**src/rtl/pipeline_stall_controller.sv**
```systemverilog
// rtl/pipeline_stall_controller.sv - sequences pipeline register enables/flushes for load-use, memory freeze and branch squash
// Consumes hazard-detection requests and owns the bubble, freeze, squash and delayed EX forward selects.
module pipeline_stall_controller #(
   parameter int MAX_MEM_WAIT = 15
) (
   input  logic        clk,
   input  logic        rst,
   input  logic        hz_flush,
   input  logic [1:0]  hz_load_useA,
   input  logic [1:0]  hz_load_useB,
   input  logic        branch_taken,
   input  logic        mem_busy,
   output logic        PC_write,
   output logic        IF_ID_write,
   output logic        ID_EXE_write,
   output logic        EXE_MEM_write,
   output logic        MEM_WB_write,
   output logic        IF_ID_flush,
   output logic        ID_EXE_flush,
   output logic [1:0]  fwdA_sel,
   output logic [1:0]  fwdB_sel,
   output logic [1:0]  state,
   output logic [15:0] stall_count,
   output logic        mem_timeout
);

   typedef enum logic [1:0] {
      RUN      = 2'b00,
      LU_STALL = 2'b01,
      MEM_WAIT = 2'b10,
      TIMEOUT  = 2'b11
   } state_t;

   localparam logic [7:0] WAIT_LAST = 8'(MAX_MEM_WAIT - 1);
   localparam logic [4:0] EN_ALL    = 5'b11111;
   localparam logic [4:0] EN_LU     = 5'b00111;

   state_t      state_q, state_d;
   state_t      ret_q, ret_d;
   logic        capa_q, capa_d;
   logic        capb_q, capb_d;
   logic [1:0]  fwda_q, fwda_d;
   logic [1:0]  fwdb_q, fwdb_d;
   logic [7:0]  wait_q, wait_d;
   logic [15:0] stall_q, stall_d;
   logic        timeout_q, timeout_d;

   logic [4:0]  en;
   logic        if_fl, id_fl;
   logic        frz, fwd_load;

   always_comb begin
      state_d   = state_q;
      ret_d     = ret_q;
      capa_d    = capa_q;
      capb_d    = capb_q;
      wait_d    = wait_q;
      timeout_d = timeout_q;
      en        = 5'b00000;
      if_fl     = 1'b0;
      id_fl     = 1'b0;
      frz       = 1'b0;
      fwd_load  = 1'b0;

      case (state_q)
         RUN: begin
            if (mem_busy) begin
               frz     = 1'b1;
               ret_d   = RUN;
               wait_d  = 8'd0;
               state_d = MEM_WAIT;
            end else if (branch_taken) begin
               en    = EN_ALL;
               if_fl = 1'b1;
               id_fl = 1'b1;
            end else if (hz_flush) begin
               en      = EN_LU;
               id_fl   = 1'b1;
               capa_d  = (hz_load_useA == 2'b10);
               capb_d  = (hz_load_useB == 2'b10);
               state_d = LU_STALL;
            end else begin
               en = EN_ALL;
            end
         end
         LU_STALL: begin
            if (mem_busy) begin
               frz     = 1'b1;
               ret_d   = LU_STALL;
               wait_d  = 8'd0;
               state_d = MEM_WAIT;
            end else begin
               en       = EN_ALL;
               fwd_load = 1'b1;
               capa_d   = 1'b0;
               capb_d   = 1'b0;
               state_d  = RUN;
            end
         end
         MEM_WAIT: begin
            if (mem_busy) begin
               frz = 1'b1;
               if (wait_q == WAIT_LAST) begin
                  state_d   = TIMEOUT;
                  timeout_d = 1'b1;
               end else begin
                  wait_d = wait_q + 8'd1;
               end
            end else begin
               en      = EN_ALL;
               state_d = ret_q;
            end
         end
         default: begin
            frz = 1'b1;
         end
      endcase

      // A frozen pipeline keeps the dependent in EX, so its forward select must persist.
      fwda_d = frz ? fwda_q : 2'b00;
      fwdb_d = frz ? fwdb_q : 2'b00;
      if (fwd_load) begin
         fwda_d = capa_q ? 2'b10 : 2'b00;
         fwdb_d = capb_q ? 2'b10 : 2'b00;
      end

      stall_d = stall_q;
      if (!en[4] && stall_q != 16'hFFFF) begin
         stall_d = stall_q + 16'd1;
      end
   end

   always_ff @(posedge clk) begin
      if (rst) begin
         state_q   <= RUN;
         ret_q     <= RUN;
         capa_q    <= 1'b0;
         capb_q    <= 1'b0;
         fwda_q    <= 2'b00;
         fwdb_q    <= 2'b00;
         wait_q    <= 8'd0;
         stall_q   <= 16'd0;
         timeout_q <= 1'b0;
      end else begin
         state_q   <= state_d;
         ret_q     <= ret_d;
         capa_q    <= capa_d;
         capb_q    <= capb_d;
         fwda_q    <= fwda_d;
         fwdb_q    <= fwdb_d;
         wait_q    <= wait_d;
         stall_q   <= stall_d;
         timeout_q <= timeout_d;
      end
   end

   assign {PC_write, IF_ID_write, ID_EXE_write, EXE_MEM_write, MEM_WB_write} = rst ? 5'b00000 : en;
   assign IF_ID_flush  = rst ? 1'b0 : if_fl;
   assign ID_EXE_flush = rst ? 1'b0 : id_fl;
   assign fwdA_sel     = fwda_q;
   assign fwdB_sel     = fwdb_q;
   assign state        = state_q;
   assign stall_count  = stall_q;
   assign mem_timeout  = timeout_q;

endmodule

```
**config.mk**
```make
export PLATFORM = sky130hd
export DESIGN_NAME = pipeline_stall_controller
export DESIGN_NICKNAME = d
export VERILOG_FILES = /design/src/rtl/pipeline_stall_controller.sv
export SDC_FILE = /design/constraint.sdc
export NUM_CORES = 1
export LEC_CHECK = 0
export ABC_AREA = 1
export CAP_MARGIN = 20
export CELL_PAD_IN_SITES_DETAIL_PLACEMENT = 0
export CELL_PAD_IN_SITES_GLOBAL_PLACEMENT = 1
export CORE_MARGIN = 2
export CORE_UTILIZATION = 35
export DETAILED_ROUTE_END_ITERATION = 12
export PLACE_DENSITY_LB_ADDON = 0.1
export SKIP_CTS_REPAIR_TIMING = 1
export SLEW_MARGIN = 10
export SYNTH_ARGS = -nofsm -noshare
export SYNTH_HDL_FRONTEND = slang
export SYNTH_SLANG_ARGS = --single-unit
```
**constraint.sdc**
```tcl
create_clock -name clk -period 4.5 [get_ports clk]
set_clock_uncertainty 0.2 [all_clocks]
set_input_delay 0.675 -clock clk [delete_from_list [all_inputs] [get_ports clk]]
set_output_delay 0.675 -clock clk [all_outputs]
set_load 0.02 [all_outputs]
```
# --- Word level (Yosys, flattened, before mapping) ---
# Index checks and enable logic that the tools add are counted.
word_totals:
  ff_bits: 35
  wordCells: 91
classes:
  n_reduce_logical: 14
  n_eq_ne: 19
  add_sub_neg: 2
  mux: 47
ops:
  columns: ["cell", "n"]
  rows:
  - ["2-to-1 mux 2 bit", 13]
  - ["2-to-1 mux 5 bit", 5]
  - ["2-to-1 mux 8 bit", 3]
  - ["2-to-1 mux 1 bit", 20]
  - ["adder 16 x 1 -> 16 bit (second input constant)", 1]
  - ["inequality test 16 bit (second input constant)", 1]
  - ["inequality test 2 bit (second input constant)", 8]
  - ["one-hot mux 8 bit (2 select lines)", 1]
  - ["one-hot mux 5 bit (2 select lines)", 1]
  - ["inequality test 3 bit (second input constant)", 3]
  - ["adder 8 x 1 -> 8 bit (second input constant)", 1]
  - ["equality test 8 x 4 -> 1 bit (second input constant)", 1]
  - ["AND reduction 4 bit", 2]
  - ["equality test 2 bit (second input constant)", 3]
  - ["one-hot mux 2 bit (3 select lines)", 1]
  - ["AND reduction 3 bit", 2]
  - ["AND reduction 5 bit", 1]
  - ["inequality test 2 x 1 -> 1 bit (second input constant)", 2]
  - ["one-hot mux 1 bit (2 select lines)", 2]
  - ["one-hot mux 2 bit (2 select lines)", 1]
  - ["nonzero test 2 bit", 2]
  - ["OR reduction 2 bit", 2]
  - ["nonzero test 3 bit", 1]
  - ["OR reduction 3 bit", 1]
  - ["other kinds (4)", 4]

# --- Logic depth before layout (Yosys ltp) ---
depth:
  depth_word: 6
  depth_mapped: 12
  mapped_depth_nobuf: 11

# --- Worst setup path after synthesis ---
# OpenSTA, ideal clock, no wires.
synth_timing:
  path_type: "register -> output"
  from: "register state_q[1] (netlist: state[1])"
  to: "output port ID_EXE_write"
  stages_incl_launch_ff: 6
  arrival_time_ns: 1.992
  t_required_ns: 3.625
  path_buffers: 1
  path_slack_ns: 1.633
  cell_sequence: "dfxtp_1 inv_1 ha_1 nand2_1 a211oi_1 buf_4"
synth_via:
  elab_chain_cells: 4
  elab_cells_between_ends: 6
  cone_classes: "2 x eq/ne; 2 x mux; 2 x reduce/logical"
synth_lines:
  columns: ["element", "line", "source"]
  rows:
  - ["from (decl)", "38", "state_t state_q, state_d;"]
  - ["from (signal assigned)", "145", "state_q <= state_d;"]
  - ["equality test 2 bit or equality test 2 x 1 -> 1 bit (tied branches)", "65", "case (state_q)"]
  - ["OR reduction 2 bit (no source line)", null, null]
  - ["one-hot mux 5 bit (2 select lines) *", "65", null]
  - ["2-to-1 mux 5 bit *", "157", "assign {PC_write, IF_ID_write, ID_EXE_write, EXE_MEM_write, MEM_WB_write} = rst ? 5'b00000 : en;"]
  - ["to (decl)", "15", "output logic ID_EXE_write,"]
# Mark *: on every way between the ends. The rest lies on a longest branch, timed or not.

# --- Worst setup path after layout ---
layout_timing:
  from: "input port mem_busy"
  to: "output port MEM_WB_write"
layout_via:
  elab_chain_cells: 3
  elab_cells_between_ends: 4
  cone_classes: "4 x mux"
layout_lines:
  columns: ["element", "line", "source"]
  rows:
  - ["from (decl)", "12", "input logic mem_busy,"]
  - ["2-to-1 mux 5 bit, on equally long branches", "87, 101, 67", null]
  - ["one-hot mux 5 bit (2 select lines) *", "65", null]
  - ["2-to-1 mux 5 bit *", "157", null]
  - ["to (decl)", "17", "output logic MEM_WB_write,"]
# Marks and branches as above.

==> impl_metrics.ini <==
[power]
power.density_nw_per_um2 = 396
cellLeakagePower_uw = 0.00101
power.total_uw = 1000
p_switching_uw = 423
power_frac_seq_pct = 35.5
irDropWorstVdd_v = 0.000156
p_sw_share_pct = 42.2
p_comb_share_pct = 43.2
p_clk_share_pct = 21.3
intPower_uw = 580

[timing]
rsz0062_at_grt = no
hold_ws_ns = 0.263
fmax_mhz = 298
fin_crit_sh_pct = 74.6
tns_ns = 0
fin_crit_ns = 3.36
drv_slew = 0
hold_viol_final = 0
relSlewSlack_pct = 59.1
worst_slack_ns = 1.14
tightest_slew_ns = 0.607
setup_viol = 0

[yosys]
syn-instance-count = 322
yosysWarnings = 0
synth_most_common_cell = nand2_1
synth_top_family_by_area = simple AND/OR/NAND/NOR gates
yosysTopAreaCellShare_pct = 30.9
synthFlopType = dfxtp_1
muxShareOfSynthArea_pct = 0
synth_xor_area_share_pct = 2.54
async_flop_share_pct = 0
netlist_top_cells_area = dfxtp_1 (31%), nand2_1 (17%), nor2_1 (9.4%), inv_1 (6.7%), ha_1 (4.8%)
syn_avg_cell_area_um2 = 6.43
synth_area_um2 = 2070
ys_seq_elements = 32
yosys-top-cells-count = nand2_1 (92), nor2_1 (52), inv_1 (37)
yosysTopAreaCell = dfxtp_1
synth_edf_count = 0
yosys.area_share.adder_pct = 4.83
synth_compound_area_share_pct = 12.7
ys_seq_area_share_pct = 30.9
ys_types = 29
synthSimpleGateAreaFrac_pct = 37.6

[setup_path]
end_kind = output port
critPathRequiredTime_ns = 3.62
cp-start-kind = input pin
worst-r2r-setup-slack_ns = 2.49
crit_path_max_fanout = 9
path_class = input pin to output port
critPathArrivalTime_ns = 2.48

[cts]
cts_max_level = 2
cts_buffers = 5
cts_max_path_buffers = 2
cts_root_buf = clkbuf_8
cts_tree = yes
cts_num_sinks = 32
clk_pin_slew_ns = 0.06
insertion_delay_ns = 0.29

[detailed_routing]
antenna_left = 0
routed_via_density = 4.61
drtIter0Drc = 73
totalWireLength_um = 4980
first_pass_iters = 4
drc = 0
via_count = 1986
post_drt_wl_per_cell_um = 11.6

[run_status]
outcome = finished clean

[global_routing]
use_met2_pct = 28.5
busiest_layer = met2
grt_pass1_vias = 1816
grt.total_usage_pct = 16.8
globalRouteMet1Util_pct = 21.1
antenna_found_initial = 0
grt_max_degree = 24
grt_pass1_wl_um = 8510
gr-usage-met3_pct = 4.11
overflow = 0

[place]
dp_hpwl_um = 3690
place.gp.congestion = 0.798
numPortBuffers = 36
pre_cts_slack_ns = 1.12

[cells_and_area]
diodes = 0
area.growth.synth_to_final_pct = 22.2
drive_gt1_share_pct = 7.58
final_nets = 373

[floorplanning]
initial_core_util_pct = 35.6
die_h_um = 80.9
core-area_um2 = 5820
row_count = 28
dieArea_um2 = 6550
die_w_um = 80.9
boundaryPins = 39

[job]
drv_cap = 0

[hold_path]
min_path_type = flip-flop to flip-flop
kinds of logic after synthesis:
group,after synthesis
AO/OA/AOI/OAI,43
AND/OR/NAND/NOR,182
buffers and inverters,50
other,1
flip-flops,32
adder cells (fa/ha/maj),8
XOR/XNOR,6
stage by stage:
step	cells	utilization (%)	instance area, µm²
3_5_place_dp	424	42.2	2450
4_1_cts	431	43.5	2530
5_1_grt	431	43.5	2530
2_1_floorplan	323	-	2080
3_3_place_gp	424	42.2	2450
6_report	431	43.5	2530
per-layer routing:
layer | share of wire [%] | up-vias
li1 | - | 1087
met4 | 1.3 | 0
met5 | 0 | -
met2 | 47 | 36
met1 | 48 | 858
met3 | 4.2 | 5
state kept, by name, summed over array words and instances (netlist names):
register     cells
capb_q           1
wait_q           8
state            2
fwdA_sel         1
stall_count     16
mem_timeout      1
fwdB_sel         1
capa_q           1
ret_q            1
critical path, stage by stage:
cell and delay, ns:
clkdlybuf4s50_1 0.51, inv_2 0.17, nand2_1 0.09, a211oi_1 0.36, clkdlybuf4s50_1 0.67
power by group through the flow:
stage	registers, µW	logic, µW	clock network [µW]
2_1_floorplan	374	323	0
3_3_place_gp	363	443	0
3_5_place_dp	364	439	0
4_1_cts	357	441	223
5_1_grt	362	489	235
6_report	356	433	214
final timing paths:
kind                            cells after the start                     endpoint                startpoint
worst max-delay path                                5                 MEM_WB_write                  mem_busy
worst min-delay path                                2     fwdA_sel[1]$_SDFFE_PP0P_  fwdA_sel[1]$_SDFFE_PP0P_
worst max register to register                     11  stall_count[7]$_SDFFE_PP0P_     state[0]$_SDFFE_PP0P_
worst min register to register                      2     fwdA_sel[1]$_SDFFE_PP0P_  fwdA_sel[1]$_SDFFE_PP0P_
cell type report:
class | instances | area [µm²]
Multi-Input combinational cell | 241 | 1200
Clock buffer | 6 | 72.6
Inverter | 39 | 149
Clock inverter | 1 | 5.00
Tap cell | 75 | 93.8
Sequential cell | 32 | 641
Fill cell | 658 | 3280
Timing Repair Buffer | 37 | 368
cell usage in the layout (no fill, tap or decap), types with 3 or more instances in the layout:
cell type,instances
xor2_1,3
a21oi_1,15
xnor2_1,3
a21oi_2,10
dfxtp_1,32
nand2_1,92
nor2_1,52
nand3_1,17
inv_1,37
clkbuf_8,5
o21ai_0,13
clkdlybuf4s50_1,36
nand4_1,11
ha_1,8
(Power assumes the default switching activity.)
==> variant 1: new RTL, same flow settings <==
Put one more register stage on the output `mem_timeout`, cleared by the reset. The value now appears one clock later. The other outputs are not delayed to match.
--- a/src/rtl/pipeline_stall_controller.sv
+++ b/src/rtl/pipeline_stall_controller.sv
@@ -161,7 +161,13 @@
    assign fwdB_sel     = fwdb_q;
    assign state        = state_q;
    assign stall_count  = stall_q;
-   assign mem_timeout  = timeout_q;
+   always_ff @(posedge clk) begin
+      if (rst) begin
+         mem_timeout <= '0;
+      end else begin
+         mem_timeout <= timeout_q;
+      end
+   end
 
 endmodule
 
Check against the original RTL: no difference found for any inputs over 10 cycles, from zero or initial values and one cycle with rst high; that may be too few to reach the edited logic, so the function may still have changed.
==> variant 1 against the original RTL <==
- utilization increased by 0.92 points
- sequential power increased by 6.2%
- synthesized area increased by 3.7%
- final area increased by 4.0%
- total power increased by 18%
- final cell count increased by 1.6%
- wire length increased by 5.0%
- sequential cell count increased by 1
- setup slack got worse by 90 ps
- critical path type unchanged
- largest cell class unchanged
==> variant 1: results (changes against the original RTL) <==
run status=finished clean; length of the first detailed-routing pass in iterations=4 (unchanged); cell chosen for the clock root=sky130_fd_sc_hd__clkbuf_8; sequential share of the synthesized area=30.8% (-0.17 points); first-pass GRT wire length=8930 um (+4.9%); clock share of power=24.7% (+3.4 points); clock-pin slew of the registers on the worst-case setup and hold paths=70 ps; number of clock buffers inserted by TritonCTS=5 (unchanged); commonest cells in the netlist=90 x sky130_fd_sc_hd__nand2_1, 50 x sky130_fd_sc_hd__nor2_1, 37 x sky130_fd_sc_hd__inv_1, 33 x sky130_fd_sc_hd__dfxtp_1, 22 x sky130_fd_sc_hd__nand3_1; total cell area at the placement stage=2510 um^2 (+2.5%); Worst Hold Launch=timeout_q; buffers added on ports=36 (unchanged); Cells on Worst Hold Path=2 (unchanged); HP Class=reg2reg; Worst setup startpoint=mem_busy; Cell variety after synth=27 (-6.9%); count of synthesis-stage warnings from yosys=0 (unchanged); register share of total power=31.9% (-3.6 points); startpoint of the worst-slack reg-to-reg timing path=state[0]; Avg Vias per Cell=4.62 (+0.24%); Slew Limit Headroom=55.5% (-3.6 points); pre-CTS setup slack=1020 ps (-91.8 ps); Lkg Pwr=1.04 nW (+2.2%); number of antenna violations at the first check in global routing=0 (unchanged); number of nets at the end of the flow=379 (+1.6%); share of layout cells above drive strength 1=8.82% (+1.2 points); number of cells on the worst reg-to-reg path=11 (unchanged); maximum level of the CTS H-tree=2 (unchanged); Avg WL per Cell=11.9 um (+3.3%); latest clock arrival within the worst-skew pair=280 ps; number of flip-flops under the largest register name=16 (unchanged); synthesis-to-finish area growth=22.5%; design internal power=0.000690 W (+19%); global-route total usage across every layer=17.1% (+0.29 points); maximum number of pins on one net before global-route repair=24 (unchanged); fraction of registers with async set or reset after synthesis=0% (unchanged); weighted congestion reported at the end of routability-driven placement=0.773 (-3.1%); maximum fanout encountered on the critical timing path=9 (unchanged); number of inserted diodes=0 (unchanged); most area-consuming cells after synthesis=sky130_fd_sc_hd__dfxtp_1 31%, sky130_fd_sc_hd__nand2_1 16%, sky130_fd_sc_hd__nor2_1 8.7%; drt first-iter violations=84 (+15%); power in the clock group=0.000293 W (+37%); CTS Buffer Depth=2 (unchanged); half-perimeter wire length after placement=3800 um (+3.0%); number of global-route vias before repair=1977 (+8.9%); IR Drop Worst-Case VDD=0.292 mV (+87%)
==> variant 1: cell count changes after synthesis, sizes merged, moves of 2 or more <==
cell	before	now
a21oi	25	29
a31oi	2	0
buf	8	11
nand3	19	24
nor3	2	0
==> variant 1: critical path, stage by stage <==
cell	delay, ps
sky130_fd_sc_hd__clkdlybuf4s50_1	560
sky130_fd_sc_hd__inv_2	190
sky130_fd_sc_hd__nand2_1	90
sky130_fd_sc_hd__a211oi_1	370
sky130_fd_sc_hd__clkdlybuf4s50_1	680
==> variant 1: worst paths after layout <==
path / endpoint / slack (ps)
max reg2reg: stall_count[9] / 2360
min reg2reg: mem_timeout / 250
min: mem_timeout / 250
max: EXE_MEM_write / 1050
==> variant 1: metal layers <==
layer	part of all wire (%)	track usage [%]	vias to the layer above
met4	0.48	4.00	0
met5	0	0	-
met3	3.4	4.13	2
li1	-	-	1099
met1	50	21.3	889
met2	46	29.7	33
==> variant 1: final cells by class <==
type                    count  area, um^2
clock inverters             1        30.0
repair buffers             37         368
clock buffers               7        86.3
fillers                   643        3290
well taps                  75        93.8
multi-input cells         246        1250
flip-flops and latches     33         661
inverters                  39         146
==> variant 1: kinds of logic (layout without fill, tap and decap cells) <==
group / Yosys count / in the layout / synth area share (%)
AND/OR/NAND/NOR: 184 / 184 / 37.6
buffers and inverters: 52 / 84 / 11.4
AO/OA/AOI/OAI: 46 / 46 / 13.0
flip-flops: 33 / 33 / 30.8
adder cells (fa/ha/maj): 8 / 8 / 4.66
XOR/XNOR: 6 / 6 / 2.45
other: 1 / 2 / 0.175
==> variant 1: through the flow <==
step | util, % | std cells
6_report | 44.4 | 438
4_1_cts | 44.4 | 438
3_5_place_dp | 42.5 | 430
2_1_floorplan | - | 331
5_1_grt | 44.4 | 438
3_3_place_gp | 42.5 | 430
==> variant 2: new RTL, same flow settings <==
Without the edit above. The parameter `MAX_MEM_WAIT` goes from 15 to 8.
--- a/src/rtl/pipeline_stall_controller.sv
+++ b/src/rtl/pipeline_stall_controller.sv
@@ -1,7 +1,7 @@
 // rtl/pipeline_stall_controller.sv - sequences pipeline register enables/flushes for load-use, memory freeze and branch squash
 // Consumes hazard-detection requests and owns the bubble, freeze, squash and delayed EX forward selects.
 module pipeline_stall_controller #(
-   parameter int MAX_MEM_WAIT = 15
+   parameter int MAX_MEM_WAIT = 8
 ) (
    input  logic        clk,
    input  logic        rst,
Check against the original RTL: not equivalent (a bounded check fails within 10 cycles, from zero or initial values and one cycle with rst high).
==> variant 2 against the original RTL <==
- register-to-register slack worse by 190 ps
- fmax increased by 1.0%
- first-iteration DRC count up 42%
- sequential cell count did not move
- total power grew 8.1%
- highest routed layer unchanged
- setup slack improved by 34 ps
- final area is 1.1% lower
- synthesized area is 3.7% lower
- wire length decreased by 1.7%
==> variant 2: results (changes against the original RTL) <==
commonest cells in the netlist=96 x sky130_fd_sc_hd__nand2_1, 50 x sky130_fd_sc_hd__nor2_1, 35 x sky130_fd_sc_hd__inv_1, 32 x sky130_fd_sc_hd__dfxtp_1, 22 x sky130_fd_sc_hd__nand3_1; worst reg2reg path endpoint=stall_count[7]; sequential share of the synthesized area=32.1% (+1.2 points); number of flip-flops under the largest register name=16 (unchanged); maximum fanout encountered on the critical timing path=9 (unchanged); run status=finished clean; number of cells on the worst reg-to-reg path=11 (unchanged); switching power of the nets=0.000438 W (+3.5%); slack of the worst reg-to-reg path=2300 ps (-190 ps); Avg WL per Cell=11.4 um (-1.7%); number of inserted diodes=0 (unchanged); Avg Vias per Cell=4.65 (+0.91%); first-pass GRT wire length=8390 um (-1.4%); Hold Path Sink=fwdB_sel[1]; share of layout cells above drive strength 1=6.13% (-1.5 points); number of global-route vias before repair=1834 (+0.99%); Lkg Pwr=1.01 nW (about the same); number of instances in the synthesized netlist=323 (+0.31%); Cell variety after synth=26 (-10%); Worst Hold Launch=fwdB_sel[1]; count of synthesis-stage warnings from yosys=0 (unchanged); cell chosen for the clock root=sky130_fd_sc_hd__clkbuf_8; weighted congestion reported at the end of routability-driven placement=0.766 (-4.0%); latest clock arrival within the worst-skew pair=280 ps; Cells on Worst Hold Path=2 (unchanged); half-perimeter wire length after placement=3600 um (-2.4%); maximum number of pins on one net before global-route repair=15 (-38%); most area-consuming cells after synthesis=sky130_fd_sc_hd__dfxtp_1 32%, sky130_fd_sc_hd__nand2_1 18%, sky130_fd_sc_hd__nor2_1 9.4%; Data arrival, critical path=2450 ps (-30 ps); largest incremental delay on the critical path=670 ps (about the same); IR Drop Worst-Case VDD=0.289 mV (+85%); placed cell count=423 (-0.24%); number of nets at the end of the flow=374 (+0.27%); total cell area at the placement stage=2390 um^2 (-2.5%); buffers added on ports=36 (unchanged); final std cells w/o fill=431 (unchanged); clock-pin slew of the registers on the worst-case setup and hold paths=~70 ps; CTS Buffer Depth=2 (unchanged); global-route total usage across every layer=16.6% (-0.28 points); cell family contributing the most delay on the critical path=buffers and inverters; highest-delay cell along the critical path=sky130_fd_sc_hd__clkdlybuf4s50_1; length of the first detailed-routing pass in iterations=4 (unchanged); startpoint of the worst-slack reg-to-reg timing path=state[0]; drt first-iter violations=104 (+42%)
[variant 2: stage by stage]
stage | power, W | util [%] | hold slack, ps
4_1_cts | 0.00109 | 45.5 | 268
2_1_floorplan | 0.000694 | - | 250
3_3_place_gp | 0.000814 | 43.4 | 252
5_1_grt | 0.00117 | 45.5 | 303
6_report | 0.00108 | 45.5 | 268
3_5_place_dp | 0.000809 | 43.4 | 258
[variant 2: cell type report]
type	instances	area, um^2
inverters	39	146
fillers	610	3000
clock inverters	3	42.5
flip-flops and latches	32	641
multi-input cells	241	1130
clock buffers	5	68.8
well taps	72	90.1
repair buffers	39	383
[variant 2: kinds of logic after synthesis]
logic type | synth area share, %
buffers and inverters | 11.3
AO/OA/AOI/OAI | 9.66
flip-flops | 32.1
AND/OR/NAND/NOR | 39.7
other | 0.188
XOR/XNOR | 2.63
adder cells (fa/ha/maj) | 4.39
[variant 2: power by group through the flow]
stage	Sequential (W)	Combinational (W)	Clock [W]
final	0.000359	0.000444	0.000282
after global routing	0.000367	0.000503	0.000304
after CTS	0.000359	0.000445	0.000290
after detailed placement	0.000365	0.000444	0
after global placement	0.000365	0.000448	0
after floorplan	0.000376	0.000318	0
[variant 2: layer usage]
metal	up-vias	part of all wire, %	global-route usage [%]
met4	0	1.2	4.66
met2	36	45	26.9
li1	1085	-	-
met1	878	49	22.0
met5	-	0	0
met3	5	4.1	3.62
[variant 2: worst max path at each step]
| stage | from | to | slack [ps] | cells after the start |
|---|---|---|---|---|
| floorplan | state[1] | ID_EXE_write | 1760 | 5 |
| global placement | mem_busy | IF_ID_write | 1180 | 7 |
| detailed placement | mem_busy | PC_write | 1160 | 7 |
| CTS | mem_busy | PC_write | 1160 | 7 |
| global route | mem_busy | EXE_MEM_write | 1040 | 5 |
| finish | mem_busy | MEM_WB_write | 1180 | 5 |
[variant 2: tightest hold or removal path: cells and delay by family, from the launching register on]
kind	cells	cell delay (ps)
AOI/OAI and AO/OA	1	50
DFF	1	320
and+or+nand+nor	1	60
